File: src/rtl/lat_scoreboard_hazard.sv
// ============================================================================
// lat_scoreboard_hazard: load-use hazard unit with a per-register countdown
// scoreboard of in-flight loads and a saturating stall-cycle counter.
// Revision: 1.0
// ============================================================================
`default_nettype none

module lat_scoreboard_hazard #(
    parameter int NREG    = 32,
    parameter int REG_W   = 5,
    parameter int MAX_LAT = 3,
    parameter int LAT_W   = 2,
    parameter int CNT_W   = 16
) (
    input  logic             clk,
    input  logic             rst_n,
    input  logic             id_valid,
    input  logic [REG_W-1:0] id_rs,
    input  logic [REG_W-1:0] id_rt,
    input  logic             id_rs_used,
    input  logic             id_rt_used,
    input  logic             id_is_load,
    input  logic [REG_W-1:0] id_rd,
    input  logic [LAT_W-1:0] id_lat,
    input  logic             flush,
    output logic             stall,
    output logic [NREG-1:0]  pending,
    output logic [CNT_W-1:0] stall_cycles
);

    localparam logic [LAT_W-1:0] MAX_LAT_V = LAT_W'(MAX_LAT);

    logic [LAT_W-1:0] cnt [NREG];
    logic             hit_rs;
    logic             hit_rt;
    logic             issue;
    logic [LAT_W-1:0] lat_clamped;

    // Sources are checked against the pre-issue counters, so a load never
    // stalls on its own destination.
    always_comb begin
        hit_rs      = id_rs_used && (id_rs != '0) && (cnt[id_rs] != '0);
        hit_rt      = id_rt_used && (id_rt != '0) && (cnt[id_rt] != '0);
        stall       = id_valid && !flush && (hit_rs || hit_rt);
        issue       = id_valid && !stall && !flush && id_is_load && (id_rd != '0);
        lat_clamped = (id_lat > MAX_LAT_V) ? MAX_LAT_V : id_lat;
    end

    genvar r;
    generate
        for (r = 0; r < NREG; r++) begin : g_cnt
            if (r == 0) begin : g_zero
                assign cnt[r] = '0;
            end else begin : g_live
                // A new issue overwrites an older in-flight count (younger load wins).
                always_ff @(posedge clk or negedge rst_n) begin
                    if (!rst_n) begin
                        cnt[r] <= '0;
                    end else if (issue && (id_rd == REG_W'(r))) begin
                        cnt[r] <= lat_clamped;
                    end else if (cnt[r] != '0) begin
                        cnt[r] <= cnt[r] - 1'b1;
                    end
                end
            end
            assign pending[r] = (cnt[r] != '0);
        end
    endgenerate

    always_ff @(posedge clk or negedge rst_n) begin
        if (!rst_n) begin
            stall_cycles <= '0;
        end else if (stall && (stall_cycles != {CNT_W{1'b1}})) begin
            stall_cycles <= stall_cycles + 1'b1;
        end
    end

endmodule

`default_nettype wire

File: config.mk
export PLATFORM = sky130hd
export DESIGN_NAME = lat_scoreboard_hazard
export DESIGN_NICKNAME = d
export VERILOG_FILES = /design/src/rtl/lat_scoreboard_hazard.sv
export SDC_FILE = /design/constraint.sdc
export NUM_CORES = 1
export LEC_CHECK = 0
export BUFFER_PORTS_ARGS = -buffer_cell sky130_fd_sc_hd__buf_2
export CAP_MARGIN = 30
export CORE_MARGIN = 2
export CORE_UTILIZATION = 40
export CTS_BUF_LIST = sky130_fd_sc_hd__clkbuf_4 sky130_fd_sc_hd__clkbuf_8
export DETAILED_ROUTE_END_ITERATION = 8
export MAX_ROUTING_LAYER = met4
export SYNTH_ARGS = -nofsm -noshare
export SYNTH_HDL_FRONTEND = slang
export SYNTH_SLANG_ARGS = --single-unit
File: constraint.sdc
create_clock -name clk -period 2.1 [get_ports clk]
set_clock_uncertainty 0.05 [all_clocks]
set_input_delay 0.105 -clock clk [delete_from_list [all_inputs] [get_ports clk]]
set_output_delay 0.105 -clock clk [all_outputs]
set_load 0.005 [all_outputs]
==> results of run 1 <==
-- critical path: stages, from the launching register on --
cell and delay, ps:
dfrtp_1 400, nor2_2 70, mux4_2 470, mux2i_1 180, a211oi_2 100, o211a_4 280
buf_12 140, buf_16 130, buf_4 140, nor2_4 110, mux2_4 320
-- cell families (layout without fill, tap and decap cells) --
group / Yosys count / count (layout) / share of synthesized area [%]
AO/OA/AOI/OAI: 36 / 36 / 4.38
XOR/XNOR: 45 / 45 / 7.05
adder cells (fa/ha/maj): 32 / 32 / 7.16
buffers and inverters: 121 / 274 / 8.68
flip-flops: 78 / 78 / 34.9
multiplexers: 94 / 94 / 20.7
other: 1 / 1 / 0.0670
AND/OR/NAND/NOR: 173 / 173 / 17.1
-- cell usage in the layout (no fill, tap or decap), types with 7 or more instances in the layout --
cell,instances
dfrtp_1,78
mux2_4,37
nor2_1,32
mux4_2,11
nor3_1,14
nand2b_1,7
xor2_1,14
buf_4,72
nand3_1,9
o21ai_0,13
ha_1,32
inv_1,98
mux2_2,25
xnor2_1,31
nor2_2,10
and3_4,12
buf_2,70
nand2_1,26
mux2i_1,20
clkbuf_8,11
-- through the flow --
stage | power [mW] | std cells | setup TNS (ps)
floorplan | 6.70 | 580 | -3210
global placement | 8.35 | 875 | -18010
detailed placement | 8.71 | 875 | -19360
CTS | 10.4 | 906 | -25300
global route | 11.6 | 913 | -29880
finish | 10.7 | 913 | -24110
-- routing by layer --
layer	vias up	wire length, um	global-route usage (%)
li1	2257	-	-
met1	2335	6980	27.9
met2	102	7440	35.9
met3	20	556	3.21
met4	0	339	8.91
met5	-	0	-
-- layout make-up --
class	instances	area, sq um	area share, %
timing repair buffer	158	1170	15.5
multi-input combinational	381	3660	48.4
tap	180	225	2.97
inverter	100	375	4.96
clock buffer	11	151	2.00
clock inverter	5	33.8	0.446
sequential	78	1950	25.8
-- where the power goes --
group | total, mW | internal, mW | switching, mW
clock | 1.10 | 0.492 | 0.605
sequential | 2.72 | 2.24 | 0.485
combinational | 6.90 | 4.05 | 2.84
total | 10.7 | 6.78 | 3.93
-- worst paths after layout --
path / startpoint / cells past startpoint / end
max: cnt[48] / 10 / stall_cycles[1]
min: id_is_load / 5 / cnt[50]
max reg2reg: cnt[48] / 10 / stall_cycles[1]
min reg2reg: stall_cycles[9] / 1 / stall_cycles[9]
max in group asynchronous: rst_n / 3 / cnt[34]
min in group asynchronous: rst_n / 2 / stall_cycles[9]
-- registers in the layout (all words and copies together) (netlist names) --
| name | count |
|---|---|
| stall_cycles | 16 |
| cnt | 62 |
-- synth_stat cells (2+ instances only) --
library cell	number	area share [%]
ha_1	32	7.2
xor2_1	14	2.2
a211oi_1	3	0.40
and3_1	13	1.5
nor4_2	3	0.67
o21ai_0	15	1.3
mux4_2	11	4.4
nor2_1	45	3.0
and4b_1	3	0.54
and2_1	2	0.22
nor3b_1	3	0.40
a211o_1	2	0.31
and4_1	2	0.31
inv_1	98	6.6
mux2_2	62	12
buf_6	2	0.40
nand3b_1	3	0.40
nand2b_1	7	0.78
nand4_1	6	0.67
or2_2	3	0.34
nand2_1	27	1.8
nor3_1	18	1.6
nor4_1	5	0.56
clkbuf_1	9	0.60
buf_4	2	0.27
mux2i_1	21	3.8
nor3_2	6	1.1
nand3_1	13	1.2
a21oi_1	3	0.27
or3_1	3	0.34
dfrtp_1	78	35
buf_2	7	0.63
o31ai_1	2	0.27
xnor2_1	31	4.9
or4_1	2	0.27
inv_2	2	0.13
nor2b_1	3	0.34
nor4b_1	2	0.31
-- timing repair --
| item | CTS | global route |
|---|---|---|
| endpoints found under the hold margin | 40 | 0 |
| gates cloned | 2 | 2 |
| hold buffers | 1 | 0 |
| gates resized for setup | 60 | 33 |
| endpoints found under the setup margin | 78 | 79 |
| pin swaps | 18 | 9 |
| buffers inserted | 12 | 6 |
==> flow_metrics.env, run 1 <==
export IMPL_status="finished, violations left"
export IMPL_violations="negative setup slack"
export IMPL_ant_nets=0
export IMPL_total_leakage_power_nw=3.71
export IMPL_worst_path_max_fanout=5
export IMPL_design_area_sq_um=7570
export IMPL_critPathKind="flop to flop"
export IMPL_grt_max_degree=43
export IMPL_synth_enable_flop_cells=0
export IMPL_synth_ff_type="dfrtp_1"
export IMPL_start_kind="flop"
export IMPL_grt_usage_pct=22.1
export IMPL_fin_ws_ps=-399
export IMPL_vias=4714
export IMPL_finalSetupViolations=79
export IMPL_ctsLongestPathBuffers=2
export IMPL_antenna_diode_count=0
export IMPL_synthesis_area_per_instance_sq_um=9.64
export IMPL_clk_pin_slew_ps=80
export IMPL_port_buffers=71
export IMPL_antenna_found_initial=0
export IMPL_cts_buffers=9
export IMPL_first_pass_iters=4
export IMPL_place_congestion=0.879
export IMPL_regToRegSetupSlack_ps=-400
export IMPL_finalHoldViolations=0
export IMPL_via_per_inst=5.16
export IMPL_placed_cell_area_sq_um=6740
export IMPL_fmax_mhz=400
export IMPL_fp_dieW_um=122
export IMPL_dp_hpwl_um=11000
export IMPL_start_util_pct=40.6
export IMPL_core_area_sq_um=13800
export IMPL_crit_path_end_kind="flop"
export IMPL_peakVddDrop_uv=536
export IMPL_fin_crit_ps=2500
export IMPL_ys_ff_latch=78
export IMPL_power_density_nw_per_um2=1410
export IMPL_final_util_pct=55.0
export IMPL_die_area_sq_um=14900
export IMPL_grt_pass1_vias=4858
export IMPL_synth_cell_types=55
export IMPL_synth_nets=636
export IMPL_async_reset_ff_share_pct=100
export IMPL_final_nets=784
export IMPL_netlist_area_sq_um=5590
export IMPL_worst_slew_pin_slew_ps=695
export IMPL_pre_cts_ws_ps=-372
export IMPL_drv_slew=0
export IMPL_max_cap_violations=0
export IMPL_drtIter0Drc=191
export IMPL_area_growth_pct=35.4
export IMPL_dieHeight_um=122
export IMPL_pin_count=73
export IMPL_fillerInstances=1251
export IMPL_cp_required_ps=2310
export IMPL_grt_overflow=0
export IMPL_yosysWarningCount=0
export IMPL_cts_tree="built"
export IMPL_root_buffer="clkbuf_8"
export IMPL_yosysSeqAreaShare_pct=34.9
export IMPL_grt_pass1_wl_um=24400
export IMPL_hold_ws_ps=164
export IMPL_min_path_type="primary input to flop"
export IMPL_htreeDepth=3
export IMPL_routed_wl_um=15300
export IMPL_drive_gt1_share_pct=43.5
export IMPL_route_detailed_drc=0
export IMPL_maxSlewHeadroom_pct=53.7
export IMPL_critical_path_arrival_ps=2710
export IMPL_rsz0062_at_grt="yes"
export IMPL_syn_instance_count=580
export IMPL_rows=43
export IMPL_period_share_pct=119
export IMPL_cts_num_sinks=78
export IMPL_wire_per_inst_um=16.8
export IMPL_insertion_delay_ps=380
Power figures use the tool's default switching activity.
==> run 2, diff against run 1 <==
CORE_UTILIZATION = 55   (was 40)
PLACE_DENSITY = 0.8   (was not set)
==> run 2 against run 1 <==
The run still ends with negative setup slack left. Die area down 26%. First-iteration DRC count increased by 130%. Non-clock buffer count grew 4. Worst hold slack improved by 30 ps. Routed wire length grew 11%. Flip-flop and latch count unchanged. Via count grew 8.2%. Sequential power hardly changed. Combinational power rose by 5.5%. Final cell count decreased by 4.7%. Global-route usage grew 7.7 points. Register-to-register slack got worse by 100 ps. Critical path type is now flop to output port. Critical endpoint is now stall. Highest routed layer unchanged.
==> flow_metrics.env, run 2 (synthesis results as in run 1) <==
export IMPL_grt_usage_pct=29.8
export IMPL_regToRegSetupSlack_ps=-500
export IMPL_first_pass_iters=5
export IMPL_total_leakage_power_nw=3.77
export IMPL_finalSetupViolations=79
export IMPL_routed_wl_um=17000
export IMPL_peakVddDrop_uv=880
export IMPL_drtIter0Drc=430
export IMPL_fin_ws_ps=-512
export IMPL_area_growth_pct=35.3
export IMPL_grt_overflow=0
export IMPL_ant_nets=0
export IMPL_pin_count=73
export IMPL_layout_common_cells="inv_1, dfrtp_1, buf_4"
export IMPL_grt_max_degree=38
export IMPL_antenna_found_initial=0
export IMPL_place_congestion=0.948
export IMPL_worst_slew_pin_slew_ps=735
export IMPL_period_share_pct=124
export IMPL_status="finished, violations left"
export IMPL_worst_path_max_fanout=7
export IMPL_min_path_type="primary input to asynchronous set/reset pin"
export IMPL_cp_common_cell="buf_12"
export IMPL_crit_path_end_kind="output port"
export IMPL_start_kind="flop"
export IMPL_rows=36
export IMPL_critical_path_arrival_ps=2460
export IMPL_final_util_pct=77.1
export IMPL_root_buffer="clkbuf_8"
export IMPL_fmax_mhz=383
export IMPL_htreeDepth=3
export IMPL_grt_pass1_vias=5152
export IMPL_reg2reg_depth=9
export IMPL_top_regs="cnt x62, stall_cycles x16"
export IMPL_r2r_start="cnt[21]"
export IMPL_antenna_diode_count=0
export IMPL_critPathMaxStageDelay_ps=470
export IMPL_via_per_inst=5.86
export IMPL_cp_required_ps=1950
export IMPL_fin_crit_ps=2610
export IMPL_hold_ws_ps=194
export IMPL_dp_hpwl_um=10500
export IMPL_final_common_cell="inv_1"
export IMPL_power_density_nw_per_um2=1500
export IMPL_drv_slew=0
export IMPL_fillerInstances=599
export IMPL_drive_gt1_share_pct=43.3
export IMPL_cp_slowest_cell="mux4_2"
export IMPL_wire_per_inst_um=19.6
export IMPL_cp_cell_sequence="nor2_1, mux4_2, mux2i_2, a211oi_2, o211a_4, buf_12, buf_12, nor2_2, buf_2"
export IMPL_max_cap_violations=0
export IMPL_cts_num_sinks=78
export IMPL_critPathKind="flop to output port"
export IMPL_rsz0062_at_grt="yes"
export IMPL_cts_tree="built"
export IMPL_grt_pass1_wl_um=25100
export IMPL_clk_pin_slew_ps=90
export IMPL_insertion_delay_ps=370
export IMPL_crit_buf_inv=3
export IMPL_top_register="cnt"
export IMPL_maxSlewHeadroom_pct=51.0
export IMPL_fin_setup_tns_ps=-32580
export IMPL_route_detailed_drc=0
export IMPL_finalPower_mw=11.3
export IMPL_vias=5101
export IMPL_final_nets=788
export IMPL_cts_buffers=9
export IMPL_r2r_end="cnt[3]"
export IMPL_dieHeight_um=105
export IMPL_finalHoldViolations=0
export IMPL_die_area_sq_um=11000
export IMPL_ctsLongestPathBuffers=2
export IMPL_critical_path_top_delay_family="multiplexers"
export IMPL_core_area_sq_um=9820
export IMPL_port_buffers=71
export IMPL_violations="negative setup slack"
export IMPL_start_util_pct=57.0
export IMPL_largest_reg_flops=62
export IMPL_fp_dieW_um=105
==> run 2: cell count changes in the layout (fill, tap and decap cells not counted), moves of 3 or more <==
cell and delta:
buf_4 +5, nor2_1 +4, mux2_2 -6, buf_8 +3, mux2_4 +6
==> run 2: final cells by class <==
class / instances / area, sq um / share of cell area (%)
Clock buffer: 11 / 145 / 1.92
Clock inverter: 5 / 82.6 / 1.09
Inverter: 100 / 375 / 4.96
Multi-Input combinational cell: 381 / 3660 / 48.3
Sequential cell: 78 / 1950 / 25.8
Tap cell: 133 / 166 / 2.20
Timing Repair Buffer: 162 / 1190 / 15.7
==> run 2: worst register-to-register path, cell delays in order, from the launching register on <==
cell      delay [ps]
dfrtp_1          410
nor2_1            90
mux4_2           470
mux2i_2          220
a211oi_2         120
o211a_4          300
buf_12           140
buf_16           130
nand4_1          200
mux2_2           360
==> run 2: worst max path at each step <==
stage	startpoint	end	slack, ps	cells after the start
global route	cnt[9]	stall	-590	9
CTS	cnt[3]	stall	-400	9
detailed placement	cnt[10]	stall_cycles[12]	-450	9
floorplan	cnt[2]	stall_cycles[12]	-100	8
finish	cnt[21]	stall	-510	9
global placement	cnt[10]	stall_cycles[12]	-370	9
==> run 2: metal layers <==
| layer | up-vias | part of all wire (%) | GRT usage (%) | routed length, um |
|---|---|---|---|---|
| met5 | - | 0 | - | 0 |
| met4 | 0 | 4.8 | 14.7 | 822 |
| met3 | 79 | 7.5 | 5.05 | 1280 |
| met2 | 293 | 50 | 49.4 | 8450 |
| met1 | 2457 | 38 | 35.2 | 6490 |
| li1 | 2272 | - | - | - |
==> run 2: timing repair <==
item,in CTS,in global routing
setup endpoints to repair,79,79
buffers inserted,8,8
pin swaps,2,26
gates resized for setup,52,43
hold buffers,1,0
cloned,2,1
hold endpoints to repair,35,0
==> run 2: where the power goes <==
| group | switching, mW | internal (mW) |
|---|---|---|
| Combinational | 3.14 | 4.14 |
| Clock | 0.613 | 0.718 |
| Sequential | 0.487 | 2.24 |
| Total | 4.24 | 7.09 |
==> run 2: metrics by stage <==
stage	setup WS, ps	instance area, sq um	instances
detailed placement	-450	6710	834
floorplan	-99.4	5750	580
finish	-512	7570	870
CTS	-402	7280	861
global route	-586	7570	870
global placement	-369	6710	834
